==> src/rtl/kgp_pipe_pkg.sv <==
// Shared types and constants for the KGP-RISC front-end hazard control.
package kgp_pipe_pkg;

  typedef enum logic [1:0] {
    RUN      = 2'd0,
    MEM_WAIT = 2'd1,
    FLUSH    = 2'd2,
    HALTED   = 2'd3
  } pipe_state_e;

  localparam int unsigned ISA_REG_W   = 5;
  localparam int unsigned INSTR_W     = 32;
  localparam int unsigned FLUSH_CTR_W = 2;

  localparam logic [ISA_REG_W-1:0] REG_ZERO  = '0;
  localparam logic [INSTR_W-1:0]   NOP_INSTR = 32'b0;

endpackage

==> src/rtl/pipe_hazard_ctrl_if.sv <==
// Hazard-control bus: ID/EX hazard inputs toward the controller, pipeline
// enables and status back to the datapath.
interface pipe_hazard_ctrl_if #(
  parameter int unsigned REG_W = 5,
  parameter int unsigned CNT_W = 16
);

  logic [REG_W-1:0] id_rs;
  logic [REG_W-1:0] id_rt;
  logic             id_uses_rs;
  logic             id_uses_rt;
  logic             ex_memread;
  logic [REG_W-1:0] ex_rd;
  logic             ex_branch_taken;
  logic             mem_busy;
  logic             id_halt;
  logic             resume;

  logic             pc_we;
  logic             if_id_we;
  logic             if_id_flush;
  logic             id_ex_bubble;
  logic             freeze;
  logic             halted;
  logic [CNT_W-1:0] stall_cnt;

  modport master (
    output id_rs, id_rt, id_uses_rs, id_uses_rt, ex_memread, ex_rd,
           ex_branch_taken, mem_busy, id_halt, resume,
    input  pc_we, if_id_we, if_id_flush, id_ex_bubble, freeze, halted,
           stall_cnt
  );

  modport slave (
    input  id_rs, id_rt, id_uses_rs, id_uses_rt, ex_memread, ex_rd,
           ex_branch_taken, mem_busy, id_halt, resume,
    output pc_we, if_id_we, if_id_flush, id_ex_bubble, freeze, halted,
           stall_cnt
  );

endinterface

==> src/rtl/load_use_detect.sv <==
// Combinational load-use detector: the EX load writes a register that the ID
// instruction reads. Writes to the zero register never create a hazard.
module load_use_detect
  import kgp_pipe_pkg::*;
#(
  parameter int unsigned REG_W = 5
) (
  input  logic [REG_W-1:0] id_rs,
  input  logic [REG_W-1:0] id_rt,
  input  logic             id_uses_rs,
  input  logic             id_uses_rt,
  input  logic             ex_memread,
  input  logic [REG_W-1:0] ex_rd,
  output logic             lu
);

  logic rs_hit;
  logic rt_hit;

  always_comb begin
    rs_hit = id_uses_rs && (id_rs == ex_rd);
    rt_hit = id_uses_rt && (id_rt == ex_rd);
    lu     = ex_memread && (ex_rd != REG_W'(REG_ZERO)) && (rs_hit || rt_hit);
  end

endmodule

==> src/rtl/pipe_hazard_ctrl.sv <==
// Front-end pipeline sequencer: Mealy decode of PC / IF/ID / ID/EX controls
// and back-end freeze, plus a saturating stall-cycle counter.
module pipe_hazard_ctrl
  import kgp_pipe_pkg::*;
#(
  parameter int unsigned REG_W        = 5,
  parameter int unsigned FLUSH_CYCLES = 1,
  parameter int unsigned CNT_W        = 16
) (
  input logic          clk,
  input logic          reset,
  pipe_hazard_ctrl_if.slave bus
);

  localparam logic [FLUSH_CTR_W-1:0] FLUSH_RELOAD = FLUSH_CTR_W'(FLUSH_CYCLES - 1);

  pipe_state_e             state, state_nxt, ret_state, ret_nxt, eff_state;
  logic [FLUSH_CTR_W-1:0]  flush_ctr, flush_nxt;
  logic [CNT_W-1:0]        stall_cnt;
  logic                    lu, stall_inc;
  logic                    pc_we, if_id_we, if_id_flush, id_ex_bubble, freeze, halted;

  load_use_detect #(.REG_W(REG_W)) u_lu (
    .id_rs      (bus.id_rs),
    .id_rt      (bus.id_rt),
    .id_uses_rs (bus.id_uses_rs),
    .id_uses_rt (bus.id_uses_rt),
    .ex_memread (bus.ex_memread),
    .ex_rd      (bus.ex_rd),
    .lu         (lu)
  );

  // Once memory is ready, MEM_WAIT behaves exactly like the state it returns to.
  always_comb begin
    eff_state    = (state == MEM_WAIT && !bus.mem_busy) ? ret_state : state;
    state_nxt    = eff_state;
    ret_nxt      = ret_state;
    flush_nxt    = flush_ctr;
    pc_we        = 1'b0;
    if_id_we     = 1'b0;
    if_id_flush  = 1'b0;
    id_ex_bubble = 1'b0;
    freeze       = 1'b0;
    halted       = 1'b0;

    unique case (eff_state)
      RUN: begin
        if (bus.mem_busy) begin
          freeze    = 1'b1;
          state_nxt = MEM_WAIT;
          ret_nxt   = RUN;
        end else if (bus.ex_branch_taken) begin
          pc_we        = 1'b1;
          if_id_flush  = 1'b1;
          id_ex_bubble = 1'b1;
          if (FLUSH_CYCLES > 1) begin
            state_nxt = FLUSH;
            flush_nxt = FLUSH_RELOAD;
          end
        end else if (lu) begin
          id_ex_bubble = 1'b1;
        end else if (bus.id_halt) begin
          id_ex_bubble = 1'b1;
          state_nxt    = HALTED;
        end else begin
          pc_we    = 1'b1;
          if_id_we = 1'b1;
        end
      end
      FLUSH: begin
        if (bus.mem_busy) begin
          freeze    = 1'b1;
          state_nxt = MEM_WAIT;
          ret_nxt   = FLUSH;
        end else begin
          pc_we        = 1'b1;
          if_id_flush  = 1'b1;
          id_ex_bubble = 1'b1;
          if (bus.ex_branch_taken) begin
            flush_nxt = FLUSH_RELOAD;
          end else if (flush_ctr == FLUSH_CTR_W'(1)) begin
            flush_nxt = '0;
            state_nxt = RUN;
          end else begin
            flush_nxt = flush_ctr - FLUSH_CTR_W'(1);
          end
        end
      end
      HALTED: begin
        halted       = 1'b1;
        id_ex_bubble = 1'b1;
        if (bus.resume) begin
          pc_we       = 1'b1;
          if_id_flush = 1'b1;
          state_nxt   = RUN;
        end
      end
      default: begin
        freeze = 1'b1;
      end
    endcase

    if (!reset) begin
      pc_we        = 1'b0;
      if_id_we     = 1'b0;
      if_id_flush  = 1'b1;
      id_ex_bubble = 1'b1;
      freeze       = 1'b0;
      halted       = 1'b0;
    end

    stall_inc = reset && !pc_we && (state != HALTED);
  end

  always_ff @(posedge clk or negedge reset) begin
    if (!reset) begin
      state     <= RUN;
      ret_state <= RUN;
      flush_ctr <= '0;
      stall_cnt <= '0;
    end else begin
      state     <= state_nxt;
      ret_state <= ret_nxt;
      flush_ctr <= flush_nxt;
      if (stall_inc && (stall_cnt != {CNT_W{1'b1}})) begin
        stall_cnt <= stall_cnt + CNT_W'(1);
      end
    end
  end

  assign bus.pc_we        = pc_we;
  assign bus.if_id_we     = if_id_we;
  assign bus.if_id_flush  = if_id_flush;
  assign bus.id_ex_bubble = id_ex_bubble;
  assign bus.freeze       = freeze;
  assign bus.halted       = halted;
  assign bus.stall_cnt    = stall_cnt;

endmodule
==> src/flat_wrapper.sv <==
// flat-port wrapper written by rule: the top's interface ports become plain ports
module pipe_hazard_ctrl_flat import kgp_pipe_pkg::*;
#(
  parameter int unsigned REG_W        = 5,
  parameter int unsigned FLUSH_CYCLES = 1,
  parameter int unsigned CNT_W        = 16
)
  (clk, reset, bus_id_rs, bus_id_rt, bus_id_uses_rs, bus_id_uses_rt, bus_ex_memread, bus_ex_rd, bus_ex_branch_taken, bus_mem_busy, bus_id_halt, bus_resume, bus_pc_we, bus_if_id_we, bus_if_id_flush, bus_id_ex_bubble, bus_freeze, bus_halted, bus_stall_cnt);
  pipe_hazard_ctrl_if #(.REG_W(REG_W), .CNT_W(CNT_W)) bus_i ();
  input logic clk;
  input logic reset;
  input wire logic [$bits(bus_i.id_rs)-1:0] bus_id_rs;
  input wire logic [$bits(bus_i.id_rt)-1:0] bus_id_rt;
  input wire logic [$bits(bus_i.id_uses_rs)-1:0] bus_id_uses_rs;
  input wire logic [$bits(bus_i.id_uses_rt)-1:0] bus_id_uses_rt;
  input wire logic [$bits(bus_i.ex_memread)-1:0] bus_ex_memread;
  input wire logic [$bits(bus_i.ex_rd)-1:0] bus_ex_rd;
  input wire logic [$bits(bus_i.ex_branch_taken)-1:0] bus_ex_branch_taken;
  input wire logic [$bits(bus_i.mem_busy)-1:0] bus_mem_busy;
  input wire logic [$bits(bus_i.id_halt)-1:0] bus_id_halt;
  input wire logic [$bits(bus_i.resume)-1:0] bus_resume;
  output wire logic [$bits(bus_i.pc_we)-1:0] bus_pc_we;
  output wire logic [$bits(bus_i.if_id_we)-1:0] bus_if_id_we;
  output wire logic [$bits(bus_i.if_id_flush)-1:0] bus_if_id_flush;
  output wire logic [$bits(bus_i.id_ex_bubble)-1:0] bus_id_ex_bubble;
  output wire logic [$bits(bus_i.freeze)-1:0] bus_freeze;
  output wire logic [$bits(bus_i.halted)-1:0] bus_halted;
  output wire logic [$bits(bus_i.stall_cnt)-1:0] bus_stall_cnt;
  assign bus_i.id_rs = bus_id_rs;
  assign bus_i.id_rt = bus_id_rt;
  assign bus_i.id_uses_rs = bus_id_uses_rs;
  assign bus_i.id_uses_rt = bus_id_uses_rt;
  assign bus_i.ex_memread = bus_ex_memread;
  assign bus_i.ex_rd = bus_ex_rd;
  assign bus_i.ex_branch_taken = bus_ex_branch_taken;
  assign bus_i.mem_busy = bus_mem_busy;
  assign bus_i.id_halt = bus_id_halt;
  assign bus_i.resume = bus_resume;
  assign bus_pc_we = bus_i.pc_we;
  assign bus_if_id_we = bus_i.if_id_we;
  assign bus_if_id_flush = bus_i.if_id_flush;
  assign bus_id_ex_bubble = bus_i.id_ex_bubble;
  assign bus_freeze = bus_i.freeze;
  assign bus_halted = bus_i.halted;
  assign bus_stall_cnt = bus_i.stall_cnt;
  pipe_hazard_ctrl #(.REG_W(REG_W), .FLUSH_CYCLES(FLUSH_CYCLES), .CNT_W(CNT_W)) u_core (.clk(clk), .reset(reset), .bus(bus_i));
endmodule
==> config.mk <==
export PLATFORM = sky130hd
export DESIGN_NAME = pipe_hazard_ctrl_flat
export DESIGN_NICKNAME = d
export VERILOG_FILES = /design/src/rtl/kgp_pipe_pkg.sv /design/src/rtl/pipe_hazard_ctrl_if.sv /design/src/rtl/load_use_detect.sv /design/src/rtl/pipe_hazard_ctrl.sv /design/src/flat_wrapper.sv
export SDC_FILE = /design/constraint.sdc
export NUM_CORES = 1
export LEC_CHECK = 0
export CAP_MARGIN = 10
export CORE_MARGIN = 1.5
export CORE_UTILIZATION = 45
export CTS_CLUSTER_SIZE = 8
export DETAILED_ROUTE_END_ITERATION = 7
export PLACE_DENSITY = 0.79
export SLEW_MARGIN = 20
export SYNTH_ARGS = -nofsm -noshare
export SYNTH_HDL_FRONTEND = slang
export SYNTH_HIERARCHICAL = 1
export SYNTH_SLANG_ARGS = --single-unit
==> constraint.sdc <==
create_clock -name clk -period 2.03 [get_ports clk]
set_input_delay 0.203 -clock clk [delete_from_list [all_inputs] [get_ports clk]]
set_output_delay 0.203 -clock clk [all_outputs]
set_load 0.02 [all_outputs]
==> Word level (Yosys, flattened, before mapping) <==
Index checks and enable logic that the tools add are counted.
{ "classes": {"eq_ne": 10, "bitwise_logic": 1, "n_addsub": 2, "reduce_logical": 17, "n_mux": 42} }
{ "ops": {"columns": ["op", "count"], "rows": [
  ["2-bit 2-to-1 mux", 13],
  ["1-bit 2-to-1 mux", 23],
  ["16-bit by 1-bit adder with 16-bit output, second input constant", 1],
  ["16-bit != test, second input constant", 1],
  ["5-bit equality test", 2],
  ["1-bit one-hot mux with 3 select lines", 3],
  ["1-bit logical AND", 8],
  ["2-bit != test, second input constant", 3],
  ["2-bit one-hot mux with 3 select lines", 1],
  ["5-bit nonzero test", 1],
  ["2-bit by 1-bit equality test with 1-bit output, second input constant", 2],
  ["2-bit equality test, second input constant", 2],
  ["2-bit one-hot mux with 2 select lines", 1],
  ["3-bit AND reduction", 1],
  ["1-bit logical NOT", 2],
  ["2-bit logical NOT", 1],
  ["1-bit one-hot mux with 2 select lines", 1],
  ["2-bit AND reduction", 1],
  ["2-bit nonzero test", 1],
  ["2-bit OR reduction", 1],
  ["2-bit by 1-bit subtractor with 2-bit output, second input constant", 1],
  ["1-bit logical OR", 1],
  ["1-bit inverter", 1]
]} }
{ "word_totals": {"out_inout_bits": 22, "reg_bits": 22, "wordCells": 76, "inputBits": 24} }

==> Depth between registers and ports, before layout <==
Gate-level depths: netlist (run 1).
{ "logic_depth": {"word_depth": 13, "depth_mapped": 9, "ltp_nobuf": 9} }

==> Modules after synthesis <==
Netlist (run 1), hierarchy kept.
{ "modules_own_cells": {"columns": ["mod", "cells_per_inst", "instances", "area_each_um2", "seq_area_each_um2"], "rows": [
  ["pipe_hazard_ctrl", 118, 1, 1211.2, 525.5],
  ["load_use_detect", 17, 1, 133.9, 0.0]
]} }

==> Least setup slack after synthesis (run 1) <==
Ideal clock, no wire load.
{ "synth_timing": {"kind": "input to output", "startpoint": "input bus_ex_rd[0]", "endpoint": "output bus_if_id_we", "cell_stages": 6, "t_arrival_ns": 2.172, "setup_slack_ns": -0.345, "path_buffers": 0, "path_cell_list": "or4_1 -> o21ai_1 -> a21oi_1 -> nor2_1 -> nand3b_1 -> a2111oi_0"} }
{ "synth_between": {"elab_chain_len": 9, "word_cells_on_any_way": 13} }
{ "synth_rtl": {"columns": ["item", "line_no", "source"], "rows": [
  ["start, declared", "flat_wrapper.sv:17", "input wire logic [$bits(bus_i.ex_rd)-1:0] bus_ex_rd;"],
  ["5-bit equality test (on tied branches)", "load_use_detect.sv:21, load_use_detect.sv:22", null],
  ["1-bit logical AND (on tied branches)", "load_use_detect.sv:21, load_use_detect.sv:22", null],
  ["1-bit logical OR", "load_use_detect.sv:23", "lu = ex_memread && (ex_rd != REG_W'(REG_ZERO)) && (rs_hit || rt_hit);"],
  ["1-bit logical AND (*)", "load_use_detect.sv:23", null],
  ["named net u_core.lu", "pipe_hazard_ctrl.sv:20", "logic lu, stall_inc;"],
  ["1-bit 2-to-1 mux (*)", "pipe_hazard_ctrl.sv:60", "end else if (lu) begin"],
  ["1-bit 2-to-1 mux (*)", "pipe_hazard_ctrl.sv:52", "end else if (bus.ex_branch_taken) begin"],
  ["1-bit 2-to-1 mux (*)", "pipe_hazard_ctrl.sv:48", "if (bus.mem_busy) begin"],
  ["1-bit 2-to-1 mux (*)", "pipe_hazard_ctrl.sv:46", "unique case (eff_state)"],
  ["1-bit 2-to-1 mux (*)", "pipe_hazard_ctrl.sv:103", "if (!reset) begin"],
  ["end, declared", "flat_wrapper.sv:23", "output wire logic [$bits(bus_i.if_id_we)-1:0] bus_if_id_we;"]
]} }
Mark *: on every way through the listed nets, which the timed path passes. The rest lies on a longest branch.

==> Worst setup path in the final report (run 1) <==
{ "layout_timing": {"startpoint": "register u_core.state[1]", "endpoint": "register u_core.stall_cnt[10], in the netlist u_core/bus.stall_cnt[10]"} }
{ "layout_between": {"elab_chain_len": 10, "word_cells_on_any_way": 13} }
{ "layout_rtl": {"columns": ["item", "line_no", "source"], "rows": [
  ["start, declared", "pipe_hazard_ctrl.sv:17", "pipe_state_e state, state_nxt, ret_state, ret_nxt, eff_state;"],
  ["start signal, assigned", "pipe_hazard_ctrl.sv:122", "state <= state_nxt;"],
  ["2-bit by 1-bit equality test with 1-bit output", "pipe_hazard_ctrl.sv:35", "eff_state = (state == MEM_WAIT && !bus.mem_busy) ? ret_state : state;"],
  ["1-bit logical AND", "pipe_hazard_ctrl.sv:35", null],
  ["2-bit 2-to-1 mux", "pipe_hazard_ctrl.sv:35", null],
  ["2-bit equality test / 2-bit logical NOT (equally long branches)", "pipe_hazard_ctrl.sv:46", null],
  ["1-bit one-hot mux with 3 select lines", "pipe_hazard_ctrl.sv:46", null],
  ["1-bit 2-to-1 mux", "pipe_hazard_ctrl.sv:103", null],
  ["1-bit logical NOT", "pipe_hazard_ctrl.sv:112", "stall_inc = reset && !pc_we && (state != HALTED);"],
  ["1-bit logical AND", "pipe_hazard_ctrl.sv:112", null],
  ["1-bit logical AND (*)", "pipe_hazard_ctrl.sv:112", null],
  ["1-bit logical AND (*)", "pipe_hazard_ctrl.sv:125", "if (stall_inc && (stall_cnt != {CNT_W{1'b1}})) begin"],
  ["end signal, assigned", "pipe_hazard_ctrl.sv:126", "stall_cnt <= stall_cnt + CNT_W'(1);"],
  ["end, declared", "pipe_hazard_ctrl.sv:19", "logic [CNT_W-1:0] stall_cnt;"]
]} }
Mark *: on every way between the ends. The rest lies on a longest branch, timed or not.
A chain may end at the register's enable or synchronous reset.

==> impl_table.tex, run 1 <==
\begin{tabular}{lr}
\hline
Metric & Value \\
\hline
\multicolumn{2}{l}{\textbf{Synth}} \\
\quad Share of the synthesized area in the top cell type & 0.3907 \\
\quad Post-synthesis sequential area ratio & 0.3907 \\
\quad Synth warnings & 6 \\
\quad Distinct cell type count after synthesis & 37 \\
\quad Average footprint of a synthesized cell & 9.963 µm² \\
\quad Netlist area before placement & about 0.0013 mm² \\
\quad Cell count after synthesis & 135 \\
\quad Flop and latch count out of synthesis & 21 \\
\quad Post-Synthesis Net Count & $\sim$160 \\
\quad Top cells by area, synth & sky130\_fd\_sc\_hd\_\_dfrtp\_1, sky130\_fd\_sc\_hd\_\_xor2\_1, sky130\_fd\_sc\_hd\_\_xnor2\_1 \\
\quad Most area-hungry cell type in the Yosys netlist & sky130\_fd\_sc\_hd\_\_dfrtp\_1 \\
\multicolumn{2}{l}{\textbf{Die}} \\
\quad Row count & 19 \\
\quad Width of the die & 57.67 µm \\
\quad Total Die Area & 0.003326 mm² \\
\quad Starting density of the core & 0.4795 \\
\quad Core outline area & 0.002805 mm² \\
\quad Top Ports & 46 \\
\quad Die Y-Extent & about 58 µm \\
\multicolumn{2}{l}{\textbf{Placed design}} \\
\quad Routability congestion estimate from global placement & approximately 0.86 \\
\quad Post-Place Setup Slack & -0.7563 ns \\
\quad Dpl hpwl & 2657 µm \\
\quad Number of buffers added on ports & 45 \\
\quad Total instance count after detailed placement & between 200 and 250 \\
\multicolumn{2}{l}{\textbf{Clock network}} \\
\quad Worst-Skew Late Latency & 0.31 ns \\
\quad Number of clock buffers inserted by TritonCTS & 3 \\
\quad H-tree lvl count & 1 \\
\quad CTS clk-pin slew, worst paths & roughly 0.11 ns \\
\quad Root Buffer & sky130\_fd\_sc\_hd\_\_clkbuf\_4 \\
\quad Clock Tree Buf Depth & 2 \\
\quad Clock tree sinks & 21 \\
\quad TritonCTS clock tree & done \\
\multicolumn{2}{l}{\textbf{Routing}} \\
\quad Total number of vias & 1267 \\
\quad TritonRoute pass-1 iters & 6 \\
\quad 1st-iter DRT viols & 35 \\
\quad Via density per instance & $\sim$5.3 \\
\quad Routed wirelength normalized by instance count & 15.44 µm \\
\quad Post-DRT Antenna Nets & 0 \\
\quad Routed WL & 3674 µm \\
\quad DRC & 1 \\
\multicolumn{2}{l}{\textbf{Power}} \\
\quad Clock network power share & 0.101 \\
\quad Internal power summed over all cells & about 0.0012 W \\
\quad Leakage & 0.9524 nW \\
\quad Logic pwr share & 0.567 \\
\quad Power per Cell Area & 946.7 mW/mm² \\
\quad P\_sw & roughly 0.00080 W \\
\quad Fraction of power spent switching nets & 0.4064 \\
\quad Largest voltage drop on the vdd net & between 700 and 800 µV \\
\quad Post-layout power & 0.001977 W \\
\quad Portion of total power attributed to sequential cells & 0.332 \\
\multicolumn{2}{l}{\textbf{Setup path}} \\
\quad Critical path arrival & between 2 and 2.5 ns \\
\quad Kind of launch point of the worst setup path & flip-flop \\
\quad Register-to-register setup slack & $\sim$0.081 ns \\
\quad Capture point of the worst reg-to-reg path & u\_core/bus.stall\_cnt[10]\$\_DFFE\_PN0P\_ \\
\quad Crit. End Element & flip-flop \\
\quad Biggest fanout along the worst timing path & 5 \\
\quad Kind of critical path & reg -> reg \\
\quad Number of cells on the worst reg-to-reg path & 9 \\
\quad Startpoint of the most critical register-to-register path & u\_core/state[1]\$\_DFF\_PN0\_ \\
\quad Critical path data required time & 2.23 ns \\
\multicolumn{2}{l}{\textbf{Final layout}} \\
\quad \# nets final & 234 \\
\quad Layout cell share with drive strength beyond 1 & 0.3043 \\
\quad \# diodes & 0 \\
\quad Area growth, synth to finish & 55.26\% \\
\quad Final cell count without fillers & 238 \\
\quad Final core occ & 0.7444 \\
\multicolumn{2}{l}{\textbf{Timing}} \\
\quad Number of hold violations in the final report & 0 \\
\quad Remaining max-slew budget at the tightest pin & 0.7526 \\
\quad Pin slew with the least headroom to its limit & 0.3710 ns \\
\quad Maximum clock rate & approximately 510 MHz \\
\quad Worst Skew & roughly 0.0045 ns \\
\quad Final critical-path share of the clock period & 0.9602 \\
\quad Final number of setup-violating endpoints & 0 \\
\quad Number of max-slew violations in the final report & 0 \\
\quad Fin worst setup slack & 0.08074 ns \\
\quad Clock period minus worst slack & 1.949 ns \\
\multicolumn{2}{l}{\textbf{Global route}} \\
\quad Maximum number of pins on one net before global-route repair & 15 \\
\quad Number of antenna violations at the first check in global routing & 0 \\
\quad Remaining global-route overflow & 0 \\
\quad Global-route usage over all layers & 0.2309 \\
\quad Global-route wire length before repair & 5940 µm \\
\quad Vias in the first global route & 1260 \\
\multicolumn{2}{l}{\textbf{Outcome}} \\
\quad Violations in the final reports & design-rule violations \\
\quad Run status & complete, but fails checks \\
\multicolumn{2}{l}{\textbf{Min path}} \\
\quad Worst min path class & in -> async \\
\multicolumn{2}{l}{\textbf{Run}} \\
\quad MaxCap Viol Count & 0 \\
\hline
\end{tabular}
==> Yosys cell counts <==
master                       n
sky130_fd_sc_hd__nand3_1     6
sky130_fd_sc_hd__o211a_1     1
sky130_fd_sc_hd__a21o_1      1
sky130_fd_sc_hd__nor3_1      5
sky130_fd_sc_hd__nor4bb_4    1
sky130_fd_sc_hd__nand3_2     1
sky130_fd_sc_hd__nor3b_1     1
sky130_fd_sc_hd__o211ai_1    1
sky130_fd_sc_hd__dfrtp_1    21
sky130_fd_sc_hd__nor4b_4     1
sky130_fd_sc_hd__inv_1       4
sky130_fd_sc_hd__and4_1      1
sky130_fd_sc_hd__nand4_1     5
sky130_fd_sc_hd__xor2_1     17
sky130_fd_sc_hd__o2111ai_1   1
sky130_fd_sc_hd__and4b_2     1
sky130_fd_sc_hd__nor2_1      8
sky130_fd_sc_hd__nor4_1      1
sky130_fd_sc_hd__a211oi_4    1
sky130_fd_sc_hd__xnor2_1     8
sky130_fd_sc_hd__a31o_2      1
sky130_fd_sc_hd__o21ai_1     1
sky130_fd_sc_hd__nand3b_1    3
sky130_fd_sc_hd__and3_1      4
sky130_fd_sc_hd__or4_1       1
sky130_fd_sc_hd__a21oi_1     5
sky130_fd_sc_hd__and3_2      2
sky130_fd_sc_hd__o21bai_1    1
sky130_fd_sc_hd__a21boi_0    3
sky130_fd_sc_hd__buf_6       2
sky130_fd_sc_hd__mux2_2      2
sky130_fd_sc_hd__nor4_2      2
sky130_fd_sc_hd__buf_4       1
sky130_fd_sc_hd__a2111oi_0   1
sky130_fd_sc_hd__nand2_1    14
sky130_fd_sc_hd__o21ai_0     4
sky130_fd_sc_hd__ha_1        2
==> logic make-up after synthesis <==
group                      after synthesis  share of synthesized area
adders and majority gates                2                    0.01860
muxes                                    2                    0.01674
and+or+nand+nor                         57                     0.2651
buffers and inverters                    7                    0.03349
xor gates and xnor gates                25                     0.1628
DFF                                     21                     0.3907
AOI/OAI and AO/OA                       21                     0.1126
==> placed cells by master (no fill, tap or decap), types with 3 or more instances in the layout <==
cell type and n:
sky130_fd_sc_hd__nand3b_1 3, sky130_fd_sc_hd__nand3_1 6, sky130_fd_sc_hd__o21ai_0 3, sky130_fd_sc_hd__clkdlybuf4s50_1 27, sky130_fd_sc_hd__nor2_1 7, sky130_fd_sc_hd__xor2_1 15
sky130_fd_sc_hd__buf_2 4, sky130_fd_sc_hd__a21oi_1 4, sky130_fd_sc_hd__nand2_1 14, sky130_fd_sc_hd__nor3_1 5, sky130_fd_sc_hd__nand4_1 5, sky130_fd_sc_hd__nor4_2 3
sky130_fd_sc_hd__xnor2_1 8, sky130_fd_sc_hd__inv_1 4, sky130_fd_sc_hd__clkbuf_4 3, sky130_fd_sc_hd__dfrtp_1 20, sky130_fd_sc_hd__dlygate4sd2_1 7, sky130_fd_sc_hd__and3_1 4
sky130_fd_sc_hd__buf_4 28
==> flip-flops by register name (all words and copies together), names as in the netlist <==
register,flops
u_core/state,2
u_core/bus.stall_cnt,16
u_core/ret_state,1
u_core/flush_ctr,2
==> per-stage QoR <==
stage | area (µm²) | hold WS, ns | TNS, ns
after floorplan | 1351 | -0.09259 | 0
after global placement | 1961 | 0.4730 | -10.19
after detailed placement | 1961 | 0.4850 | -12.81
after CTS | 2026 | 0.3856 | -0.03821
after global routing | 2088 | 0.4107 | -0.05207
final | 2088 | 0.3856 | 0
==> worst max-delay path by stage <==
| stage | from | endpoint | slack (ns) |
|---|---|---|---|
| after floorplan | bus_ex_rd[0] | u_core/bus.stall_cnt[1]$_DFFE_PN0P_ | 0.09 |
| after global placement | bus_ex_rd[0] | bus_if_id_we | -0.65 |
| after detailed placement | bus_ex_rd[4] | bus_if_id_we | -0.76 |
| after CTS | bus_ex_rd[4] | bus_if_id_we | -0.04 |
| after global routing | u_core/state[1]$_DFF_PN0_ | u_core/bus.stall_cnt[10]$_DFFE_PN0P_ | -0.03 |
| final | u_core/state[1]$_DFF_PN0_ | u_core/bus.stall_cnt[10]$_DFFE_PN0P_ | 0.08 |
==> repair_timing <==
item	4_1_cts	5_1_grt
gates resized for setup	55	13
endpoints found under the setup margin	20	16
pin swaps	19	12
setup buffers	4	2
hold buffers	0	0
==> power groups by stage <==
stage / clock network, W / registers, W / logic, W
finish: 0.000200 / 0.000656 / 0.00112
global route: 0.000225 / 0.000675 / 0.00121
CTS: 0.000206 / 0.000664 / 0.00102
detailed placement: 0 / 0.000677 / 0.000946
global placement: 0 / 0.000671 / 0.000915
floorplan: 0 / 0.000726 / 0.000485
==> critical path, stage by stage (launching register included) <==
cell and delay (ns):
sky130_fd_sc_hd__dfrtp_2 0.45, sky130_fd_sc_hd__buf_4 0.16, sky130_fd_sc_hd__nor4bb_4 0.28, sky130_fd_sc_hd__buf_4 0.17, sky130_fd_sc_hd__nor4b_4 0.04, sky130_fd_sc_hd__buf_4 0.14, sky130_fd_sc_hd__buf_4 0.15, sky130_fd_sc_hd__nand3_4 0.08
sky130_fd_sc_hd__and4b_2 0.24, sky130_fd_sc_hd__xor2_1 0.14
==> area by class of cell <==
cell class | count | area, µm²
fill | 203 | 716.9
inverter | 4 | 15.01
timing repair buffer | 71 | 610.6
multi-input combinational | 107 | 870.8
tap | 31 | 38.79
clock buffer | 4 | 26.28
sequential | 21 | 526.8
==> layer usage <==
layer	share of wire	GRT usage
met1	0.44	0.3127
met2	0.50	0.3929
met3	0.043	0.04241
met4	0.013	0.03987
met5	0	0
Power figures use the tool's default switching activity.
==> inputs of run 2 (changes only) <==
CORE_UTILIZATION = 41   (was 45)
PLACE_DENSITY = 0.76   (was 0.79)
clock period = 1.7 ns   (was 2.03 ns; I/O delays follow)
==> impl_table.tex, run 2 (synthesis results as in run 1) <==
\begin{tabular}{lr}
\hline
Metric & Value \\
\hline
\multicolumn{2}{l}{\textbf{Global route}} \\
\quad Vias in the first global route & 1382 (was 1260) \\
\quad Global-route wire length before repair & 6375 µm (was 5940 µm) \\
\quad Maximum number of pins on one net before global-route repair & 12 (was 15) \\
\quad Remaining global-route overflow & 0 (unchanged) \\
\quad Global-route usage over all layers & 0.2334 (was 0.2309) \\
\quad Number of antenna violations at the first check in global routing & 0 (unchanged) \\
\multicolumn{2}{l}{\textbf{Die}} \\
\quad Row count & 20 (was 19) \\
\quad Total Die Area & 0.003633 mm² (was 0.003326 mm²) \\
\quad Width of the die & 60.28 µm (was 57.67 µm) \\
\quad Die Y-Extent & 60.28 µm (was 57.67 µm) \\
\quad Top Ports & 46 (unchanged) \\
\quad Starting density of the core & 0.4370 (was 0.4795) \\
\quad Core outline area & 0.003078 mm² (was 0.002805 mm²) \\
\multicolumn{2}{l}{\textbf{Final layout}} \\
\quad Regs by FF count & u\_core/bus.stall\_cnt (16), u\_core/flush\_ctr (2), u\_core/state (2) (unchanged) \\
\quad \# diodes & 0 (unchanged) \\
\quad Largest register FFs & 16 (unchanged) \\
\quad \# nets final & 247 (was 234) \\
\quad Area growth, synth to finish & 72.00\% (was 55.26\%) \\
\quad Reg with most FFs & u\_core/bus.stall\_cnt (unchanged) \\
\quad Most frequent cells in the layout & sky130\_fd\_sc\_hd\_\_buf\_4, sky130\_fd\_sc\_hd\_\_clkdlybuf4s50\_1, sky130\_fd\_sc\_hd\_\_dfrtp\_1, sky130\_fd\_sc\_hd\_\_buf\_6, sky130\_fd\_sc\_hd\_\_xor2\_1 (was sky130\_fd\_sc\_hd\_\_buf\_4, sky130\_fd\_sc\_hd\_\_clkdlybuf4s50\_1, sky130\_fd\_sc\_hd\_\_dfrtp\_1, sky130\_fd\_sc\_hd\_\_xor2\_1, sky130\_fd\_sc\_hd\_\_nand2\_1) \\
\quad Number of fillers in the final layout & 221 (was 203) \\
\quad Most common cell after layout, fill and taps aside & sky130\_fd\_sc\_hd\_\_buf\_4 (unchanged) \\
\quad Final core occ & 0.7516 (was 0.7444) \\
\quad Layout cell share with drive strength beyond 1 & 0.4318 (was 0.3043) \\
\multicolumn{2}{l}{\textbf{Clock network}} \\
\quad Worst-Skew Late Latency & 0.30 ns (was 0.31 ns) \\
\quad CTS clk-pin slew, worst paths & 0.11 ns (about the same) \\
\quad Clock Tree Buf Depth & 2 (unchanged) \\
\quad TritonCTS clock tree & done (unchanged) \\
\quad H-tree lvl count & 1 (unchanged) \\
\quad Clock tree sinks & 21 (unchanged) \\
\quad Number of clock buffers inserted by TritonCTS & 3 (unchanged) \\
\quad Root Buffer & sky130\_fd\_sc\_hd\_\_clkbuf\_4 (unchanged) \\
\multicolumn{2}{l}{\textbf{Timing}} \\
\quad Final critical-path share of the clock period & 1.224 \\
\quad Maximum clock rate & between 400 and 500 MHz \\
\quad Pin slew with the least headroom to its limit & 0.3684 ns (was 0.3710 ns) \\
\quad Worst hold slack & 0.3215 ns (was 0.3856 ns) \\
\quad Unrepaired setup endpoints after global routing & true \\
\quad Number of hold violations in the final report & 0 (unchanged) \\
\quad Remaining max-slew budget at the tightest pin & 0.7525 (was 0.7526) \\
\quad Number of max-slew violations in the final report & 0 (unchanged) \\
\quad Worst Skew & 0.002822 ns (was 0.004484 ns) \\
\quad Fin worst setup slack & -0.3812 ns (was 0.08074 ns) \\
\quad Clock period minus worst slack & 2.081 ns \\
\quad Final number of setup-violating endpoints & 20 (was 0) \\
\multicolumn{2}{l}{\textbf{Setup path}} \\
\quad Crit. End Element & flip-flop (unchanged) \\
\quad Biggest fanout along the worst timing path & 3 (was 5) \\
\quad Critical path data required time & 1.92 ns (was 2.23 ns) \\
\quad Largest delay share family, worst path & simple AND/OR/NAND/NOR gates (unchanged) \\
\quad Number of cells on the worst reg-to-reg path & 7 (was 9) \\
\quad Cell at the slowest stage of the critical path & sky130\_fd\_sc\_hd\_\_clkdlybuf4s50\_1 (was sky130\_fd\_sc\_hd\_\_dfrtp\_2) \\
\quad Kind of critical path & in -> reg (was reg -> reg) \\
\quad Kind of launch point of the worst setup path & primary input (was flip-flop) \\
\quad Buf+Inv Stages, Crit Path & 2 (was 4) \\
\quad Number of stages on the worst setup path & 10 (was 9) \\
\quad Ordered cell list for the critical path & clkdlybuf4s50\_1 -> xnor2\_1 -> nand3\_1 -> a21oi\_2 -> o21bai\_1 -> buf\_4 -> a21boi\_4 -> nand3\_4 -> and4b\_2 -> xor2\_1 (was buf\_4 -> nor4bb\_4 -> buf\_4 -> nor4b\_4 -> buf\_4 -> buf\_4 -> nand3\_4 -> and4b\_2 -> xor2\_1) \\
\quad Critical path arrival & 2.30 ns (was 2.15 ns) \\
\quad Worst stage delay on the critical path & 0.41 ns (was 0.45 ns) \\
\multicolumn{2}{l}{\textbf{Routing}} \\
\quad Routed WL & 4583 µm (was 3674 µm) \\
\quad Routed wirelength normalized by instance count & 17.36 µm (was 15.44 µm) \\
\quad 1st-iter DRT viols & 70 (was 35) \\
\quad Total number of vias & 1440 (was 1267) \\
\quad TritonRoute pass-1 iters & 4 (was 6) \\
\quad DRC & 0 (was 1) \\
\quad Post-DRT Antenna Nets & 0 (unchanged) \\
\quad Via density per instance & 5.455 (was 5.324) \\
\multicolumn{2}{l}{\textbf{Placed design}} \\
\quad Dpl hpwl & 2757 µm (was 2657 µm) \\
\quad Routability congestion estimate from global placement & 0.8586 (was 0.8569) \\
\quad Number of buffers added on ports & 45 (unchanged) \\
\multicolumn{2}{l}{\textbf{Outcome}} \\
\quad Run status & complete, but fails checks (unchanged) \\
\quad Violations in the final reports & negative setup slack (was design-rule violations) \\
\multicolumn{2}{l}{\textbf{Run}} \\
\quad MaxCap Viol Count & 0 (unchanged) \\
\multicolumn{2}{l}{\textbf{Power}} \\
\quad Post-layout power & 0.002548 W (was 0.001977 W) \\
\quad Largest voltage drop on the vdd net & 937.2 µV (was 787.1 µV) \\
\quad Leakage & 1.025 nW (was 0.9524 nW) \\
\quad Power per Cell Area & 1101 mW/mm² (was 946.7 mW/mm²) \\
\multicolumn{2}{l}{\textbf{Min path}} \\
\quad Worst min path class & in -> async (unchanged) \\
\hline
\end{tabular}
==> run 2: cell types whose count changed in the layout (fill, tap and decap cells not counted), sizes merged <==
| cell | change |
|---|---|
| buf | +19 |
| clkbuf | +1 |
| clkdlybuf4s15 | +1 |
| clkdlybuf4s50 | -1 |
| dlygate4sd2 | -6 |
| dlymetal6s2s | -1 |
==> run 2: where the power goes <==
part / switching, W / internal (W)
logic: 0.000747 / 0.000807
registers: 0.000130 / 0.000629
clock network: 0.000143 / 0.0000915
==> run 2: routing by layer <==
metal	track usage	wire, µm
met1	0.3051	1856
met2	0.3975	2446
met3	0.05411	220
met4	0.03810	59
met5	0	0
==> run 2: repair_timing <==
item | in CTS | in global routing
gates resized for setup | 94 | 28
hold buffers | 0 | 0
setup endpoints to repair | 23 | 22
pin swaps | 33 | 24
buffers inserted | 5 | 4
==> run 2: per-stage QoR <==
step           setup slack [ns]  instance area (µm²)  TNS (ns)  instances
2_1_floorplan           -0.1140                 1363   -0.5756        135
3_3_place_gp            -0.9096                 2063    -16.16        251
3_5_place_dp            -0.9806                 2063    -18.28        251
4_1_cts                 -0.2908                 2226    -3.178        260
5_1_grt                 -0.4223                 2313    -6.872        264
6_report                -0.3812                 2313    -5.686        264
==> run 2: area by class of cell <==
type,instances,area (µm²),area share
sequential,21,526.8,0.2277
timing repair buffer,84,749.5,0.3240
tap,44,55.05,0.02380
multi-input combinational,107,940.9,0.4067
clock buffer,4,26.28,0.01136
inverter,4,15.01,0.006490
==> run 2: path summary, 6_finish.rpt <==
kind / end / start / slack [ns]
hold reg to reg: u_core/bus.stall_cnt[11]$_DFFE_PN0P_ / u_core/bus.stall_cnt[11]$_DFFE_PN0P_ / 0.51
max in group asynchronous: u_core/state[1]$_DFF_PN0_ / reset / 1.04
hold / removal: u_core/bus.stall_cnt[11]$_DFFE_PN0P_ / reset / 0.32
setup reg to reg: u_core/bus.stall_cnt[10]$_DFFE_PN0P_ / u_core/state[0]$_DFF_PN0_ / -0.25
setup / recovery: u_core/bus.stall_cnt[10]$_DFFE_PN0P_ / bus_id_rs[2] / -0.38
min in group clk: u_core/state[1]$_DFF_PN0_ / bus_resume / 0.49
==> inputs of run 3 (changes only) <==
CORE_MARGIN = 2   (was 1.5)
CTS_CLUSTER_DIAMETER = 100   (was not set)
==> impl_table.tex, run 3 (synthesis results as in run 1) <==
\begin{tabular}{lr}
\hline
Metric & Value \\
\hline
\multicolumn{2}{l}{\textbf{Setup path}} \\
\quad Largest delay share family, worst path & simple AND/OR/NAND/NOR gates (unchanged) \\
\quad Cell at the slowest stage of the critical path & sky130\_fd\_sc\_hd\_\_nor4\_2 (was sky130\_fd\_sc\_hd\_\_clkdlybuf4s50\_1) \\
\quad Worst stage delay on the critical path & 0.30 ns (was 0.41 ns) \\
\quad Startpoint of the most critical register-to-register path & u\_core/state[1]\$\_DFF\_PN0\_ (was u\_core/state[0]\$\_DFF\_PN0\_) \\
\quad Number of cells on the worst reg-to-reg path & 8 (was 7) \\
\quad Crit. End Element & flip-flop (unchanged) \\
\quad Critical path arrival & 2.30 ns (about the same) \\
\quad Critical path data required time & 1.93 ns (was 1.92 ns) \\
\quad Worst setup path start & bus\_ex\_rd[4] (was bus\_id\_rs[2]) \\
\quad Register-to-register setup slack & -0.25 ns (about the same) \\
\quad Ordered cell list for the critical path & buf\_6 -> buf\_6 -> xor2\_2 -> nor4\_2 -> nand3\_1 -> a21oi\_2 -> o21bai\_1 -> buf\_4 -> a21boi\_4 -> nand3\_4 -> buf\_4 -> nor2\_2 -> xor2\_1 (was clkdlybuf4s50\_1 -> xnor2\_1 -> nand3\_1 -> a21oi\_2 -> o21bai\_1 -> buf\_4 -> a21boi\_4 -> nand3\_4 -> and4b\_2 -> xor2\_1) \\
\quad Biggest fanout along the worst timing path & 5 (was 3) \\
\quad Buf+Inv Stages, Crit Path & 4 (was 2) \\
\quad Kind of launch point of the worst setup path & primary input (unchanged) \\
\quad Number of stages on the worst setup path & 13 (was 10) \\
\quad Capture point of the worst reg-to-reg path & u\_core/bus.stall\_cnt[6]\$\_DFFE\_PN0P\_ (was u\_core/bus.stall\_cnt[10]\$\_DFFE\_PN0P\_) \\
\quad Kind of critical path & in -> reg (unchanged) \\
\quad Last element of the critical path & u\_core/bus.stall\_cnt[6]\$\_DFFE\_PN0P\_ (was u\_core/bus.stall\_cnt[10]\$\_DFFE\_PN0P\_) \\
\multicolumn{2}{l}{\textbf{Global route}} \\
\quad Global-route usage over all layers & 0.2462 (was 0.2334) \\
\quad Vias in the first global route & 1427 (was 1382) \\
\quad Global-route wire length before repair & 6679 µm (was 6375 µm) \\
\quad Remaining global-route overflow & 0 (unchanged) \\
\quad Number of antenna violations at the first check in global routing & 0 (unchanged) \\
\quad Maximum number of pins on one net before global-route repair & 19 (was 12) \\
\multicolumn{2}{l}{\textbf{Outcome}} \\
\quad Run status & complete, but fails checks (unchanged) \\
\quad Violations in the final reports & negative setup slack (unchanged) \\
\multicolumn{2}{l}{\textbf{Placed design}} \\
\quad Post-Place Setup Slack & -0.9613 ns (was -0.9806 ns) \\
\quad Dpl hpwl & 2926 µm (was 2757 µm) \\
\quad Routability congestion estimate from global placement & 0.8938 (was 0.8586) \\
\quad Number of buffers added on ports & 45 (unchanged) \\
\multicolumn{2}{l}{\textbf{Timing}} \\
\quad Worst Skew & 0.006148 ns (was 0.002822 ns) \\
\quad Sum of negative setup slack & -5.105 ns (was -5.686 ns) \\
\quad Number of max-slew violations in the final report & 0 (unchanged) \\
\quad Clock period minus worst slack & 2.065 ns (was 2.081 ns) \\
\quad Maximum clock rate & 484.2 MHz (was 480.5 MHz) \\
\quad Final number of setup-violating endpoints & 21 (was 20) \\
\quad Remaining max-slew budget at the tightest pin & 0.7640 (was 0.7525) \\
\quad Number of hold violations in the final report & 0 (unchanged) \\
\quad Pin slew with the least headroom to its limit & 0.3512 ns (was 0.3684 ns) \\
\quad Fin worst setup slack & -0.3655 ns (was -0.3812 ns) \\
\quad Unrepaired setup endpoints after global routing & true (unchanged) \\
\quad Final critical-path share of the clock period & 1.215 (was 1.224) \\
\multicolumn{2}{l}{\textbf{Routing}} \\
\quad 1st-iter DRT viols & 70 (unchanged) \\
\quad Routed wirelength normalized by instance count & 17.29 µm (was 17.36 µm) \\
\quad DRC & 0 (unchanged) \\
\quad Post-DRT Antenna Nets & 0 (unchanged) \\
\quad Routed WL & 4513 µm (was 4583 µm) \\
\quad Via density per instance & 5.249 (was 5.455) \\
\quad Total number of vias & 1370 (was 1440) \\
\quad TritonRoute pass-1 iters & 4 (unchanged) \\
\multicolumn{2}{l}{\textbf{Clock network}} \\
\quad Worst-Skew Late Latency & 0.32 ns (was 0.30 ns) \\
\quad Root Buffer & sky130\_fd\_sc\_hd\_\_clkbuf\_4 (unchanged) \\
\quad Clock tree sinks & 21 (unchanged) \\
\quad H-tree lvl count & 1 (unchanged) \\
\quad Number of clock buffers inserted by TritonCTS & 3 (unchanged) \\
\quad TritonCTS clock tree & done (unchanged) \\
\quad Number of hold-repair buffers added at the cts stage & 0 (unchanged) \\
\quad Clock Tree Buf Depth & 2 (unchanged) \\
\quad CTS clk-pin slew, worst paths & 0.13 ns (was 0.11 ns) \\
\multicolumn{2}{l}{\textbf{Die}} \\
\quad Width of the die & 61.28 µm (was 60.28 µm) \\
\quad Top Ports & 46 (unchanged) \\
\quad Starting density of the core & 0.4370 (unchanged) \\
\quad Total Die Area & 0.003755 mm² (was 0.003633 mm²) \\
\quad Core outline area & 0.003078 mm² (unchanged) \\
\quad Row count & 20 (unchanged) \\
\quad Die Y-Extent & 61.28 µm (was 60.28 µm) \\
\multicolumn{2}{l}{\textbf{Final layout}} \\
\quad Regs by FF count & u\_core/bus.stall\_cnt (16), u\_core/flush\_ctr (2), u\_core/state (2) (unchanged) \\
\quad Area growth, synth to finish & 67.63\% (was 72.00\%) \\
\quad Largest register FFs & 16 (unchanged) \\
\quad Layout cell share with drive strength beyond 1 & 0.4101 (was 0.4318) \\
\quad Number of fillers in the final layout & 222 (was 221) \\
\quad Most frequent cells in the layout & sky130\_fd\_sc\_hd\_\_buf\_4, sky130\_fd\_sc\_hd\_\_clkdlybuf4s50\_1, sky130\_fd\_sc\_hd\_\_dfrtp\_1, sky130\_fd\_sc\_hd\_\_xor2\_1, sky130\_fd\_sc\_hd\_\_nand2\_1 (was sky130\_fd\_sc\_hd\_\_buf\_4, sky130\_fd\_sc\_hd\_\_clkdlybuf4s50\_1, sky130\_fd\_sc\_hd\_\_dfrtp\_1, sky130\_fd\_sc\_hd\_\_buf\_6, sky130\_fd\_sc\_hd\_\_xor2\_1) \\
\quad Reg with most FFs & u\_core/bus.stall\_cnt (unchanged) \\
\quad Most common cell after layout, fill and taps aside & sky130\_fd\_sc\_hd\_\_buf\_4 (unchanged) \\
\quad \# nets final & 244 (was 247) \\
\quad \# diodes & 0 (unchanged) \\
\multicolumn{2}{l}{\textbf{Power}} \\
\quad Power per Cell Area & 1120 mW/mm² (was 1101 mW/mm²) \\
\quad Largest voltage drop on the vdd net & 909.1 µV (was 937.2 µV) \\
\quad Portion of total power attributed to sequential cells & 0.305 (was 0.298) \\
\quad Clock network power share & 0.102 (was 0.092) \\
\quad Internal power summed over all cells & 0.001480 W (was 0.001528 W) \\
\quad Logic pwr share & 0.594 (was 0.610) \\
\quad P\_sw & 0.001045 W (was 0.001020 W) \\
\quad Fraction of power spent switching nets & 0.4138 (was 0.4005) \\
\quad Leakage & 1.005 nW (was 1.025 nW) \\
\multicolumn{2}{l}{\textbf{Run}} \\
\quad MaxCap Viol Count & 0 (unchanged) \\
\multicolumn{2}{l}{\textbf{Min path}} \\
\quad Worst min path class & in -> async (unchanged) \\
\hline
\end{tabular}
==> run 3: cell count changes in the layout (fill, tap and decap cells not counted), sizes merged <==
cell / before / now
clkdlybuf4s15: 3 / 5
dlygate4sd2: 1 / 3
buf: 52 / 48
clkdlybuf4s50: 26 / 25
clkinv: 0 / 1
clkbuf: 6 / 3
==> run 3: metal layers <==
| metal | part of all wire | wire length, µm | track usage |
|---|---|---|---|
| met5 | 0 | 0 | 0 |
| met3 | 0.032 | 145 | 0.04202 |
| met4 | 0.026 | 116 | 0.09317 |
| met1 | 0.44 | 1973 | 0.3193 |
| met2 | 0.50 | 2278 | 0.4103 |
==> run 3: metrics by stage <==
| step | utilization | hold slack (ns) | instance area [µm²] | cells | power, W |
|---|---|---|---|---|---|
| 6_report | 0.7325 | 0.3384 | 2255 | 261 | 0.002525 |
| 5_1_grt | 0.7325 | 0.3278 | 2255 | 261 | 0.002675 |
| 4_1_cts | 0.7130 | 0.2931 | 2195 | 259 | 0.002471 |
| 3_5_place_dp | 0.6728 | 0.4889 | 2071 | 252 | 0.002069 |
| 3_3_place_gp | 0.6728 | 0.4737 | 2071 | 252 | 0.002012 |
| 2_1_floorplan | - | -0.1256 | 1363 | 135 | 0.001472 |
==> run 3: cell type report <==
cell class / instances / area [µm²] / area share
repair buffers: 81 / 706.9 / 0.3135
clock buffers: 3 / 22.52 / 0.009989
clock inverters: 1 / 5.005 / 0.002220
multi-input cells: 107 / 923.4 / 0.4095
flip-flops and latches: 21 / 526.8 / 0.2336
well taps: 44 / 55.05 / 0.02442
inverters: 4 / 15.01 / 0.006659
==> run 3: what timing repair did <==
action                     in CTS  in global routing
pin swaps                      34                 19
gates resized for setup        91                 15
setup endpoints to repair      23                 26
setup buffers                   3                  4
==> run 3: how the worst min path moves through the flow <==
stage | slack (ns) | end | startpoint
2_1_floorplan | -0.13 | u_core/bus.stall_cnt[0]$_DFFE_PN0P_ | reset
3_3_place_gp | 0.47 | u_core/bus.stall_cnt[11]$_DFFE_PN0P_ | u_core/bus.stall_cnt[11]$_DFFE_PN0P_
3_5_place_dp | 0.49 | u_core/bus.stall_cnt[15]$_DFFE_PN0P_ | u_core/bus.stall_cnt[15]$_DFFE_PN0P_
4_1_cts | 0.29 | u_core/ret_state[1]$_DFFE_PN0P_ | reset
5_1_grt | 0.33 | u_core/ret_state[1]$_DFFE_PN0P_ | reset
6_report | 0.34 | u_core/ret_state[1]$_DFFE_PN0P_ | reset
==> run 3: power by group through the flow <==
| stage | combinational [W] | clock (W) | sequential (W) |
|---|---|---|---|
| after detailed placement | 0.00131 | 0 | 0.000757 |
| after global placement | 0.00127 | 0 | 0.000746 |
| after global routing | 0.00161 | 0.000282 | 0.000786 |
| after CTS | 0.00146 | 0.000255 | 0.000754 |
| after floorplan | 0.000605 | 0 | 0.000867 |
| final | 0.00150 | 0.000256 | 0.000769 |
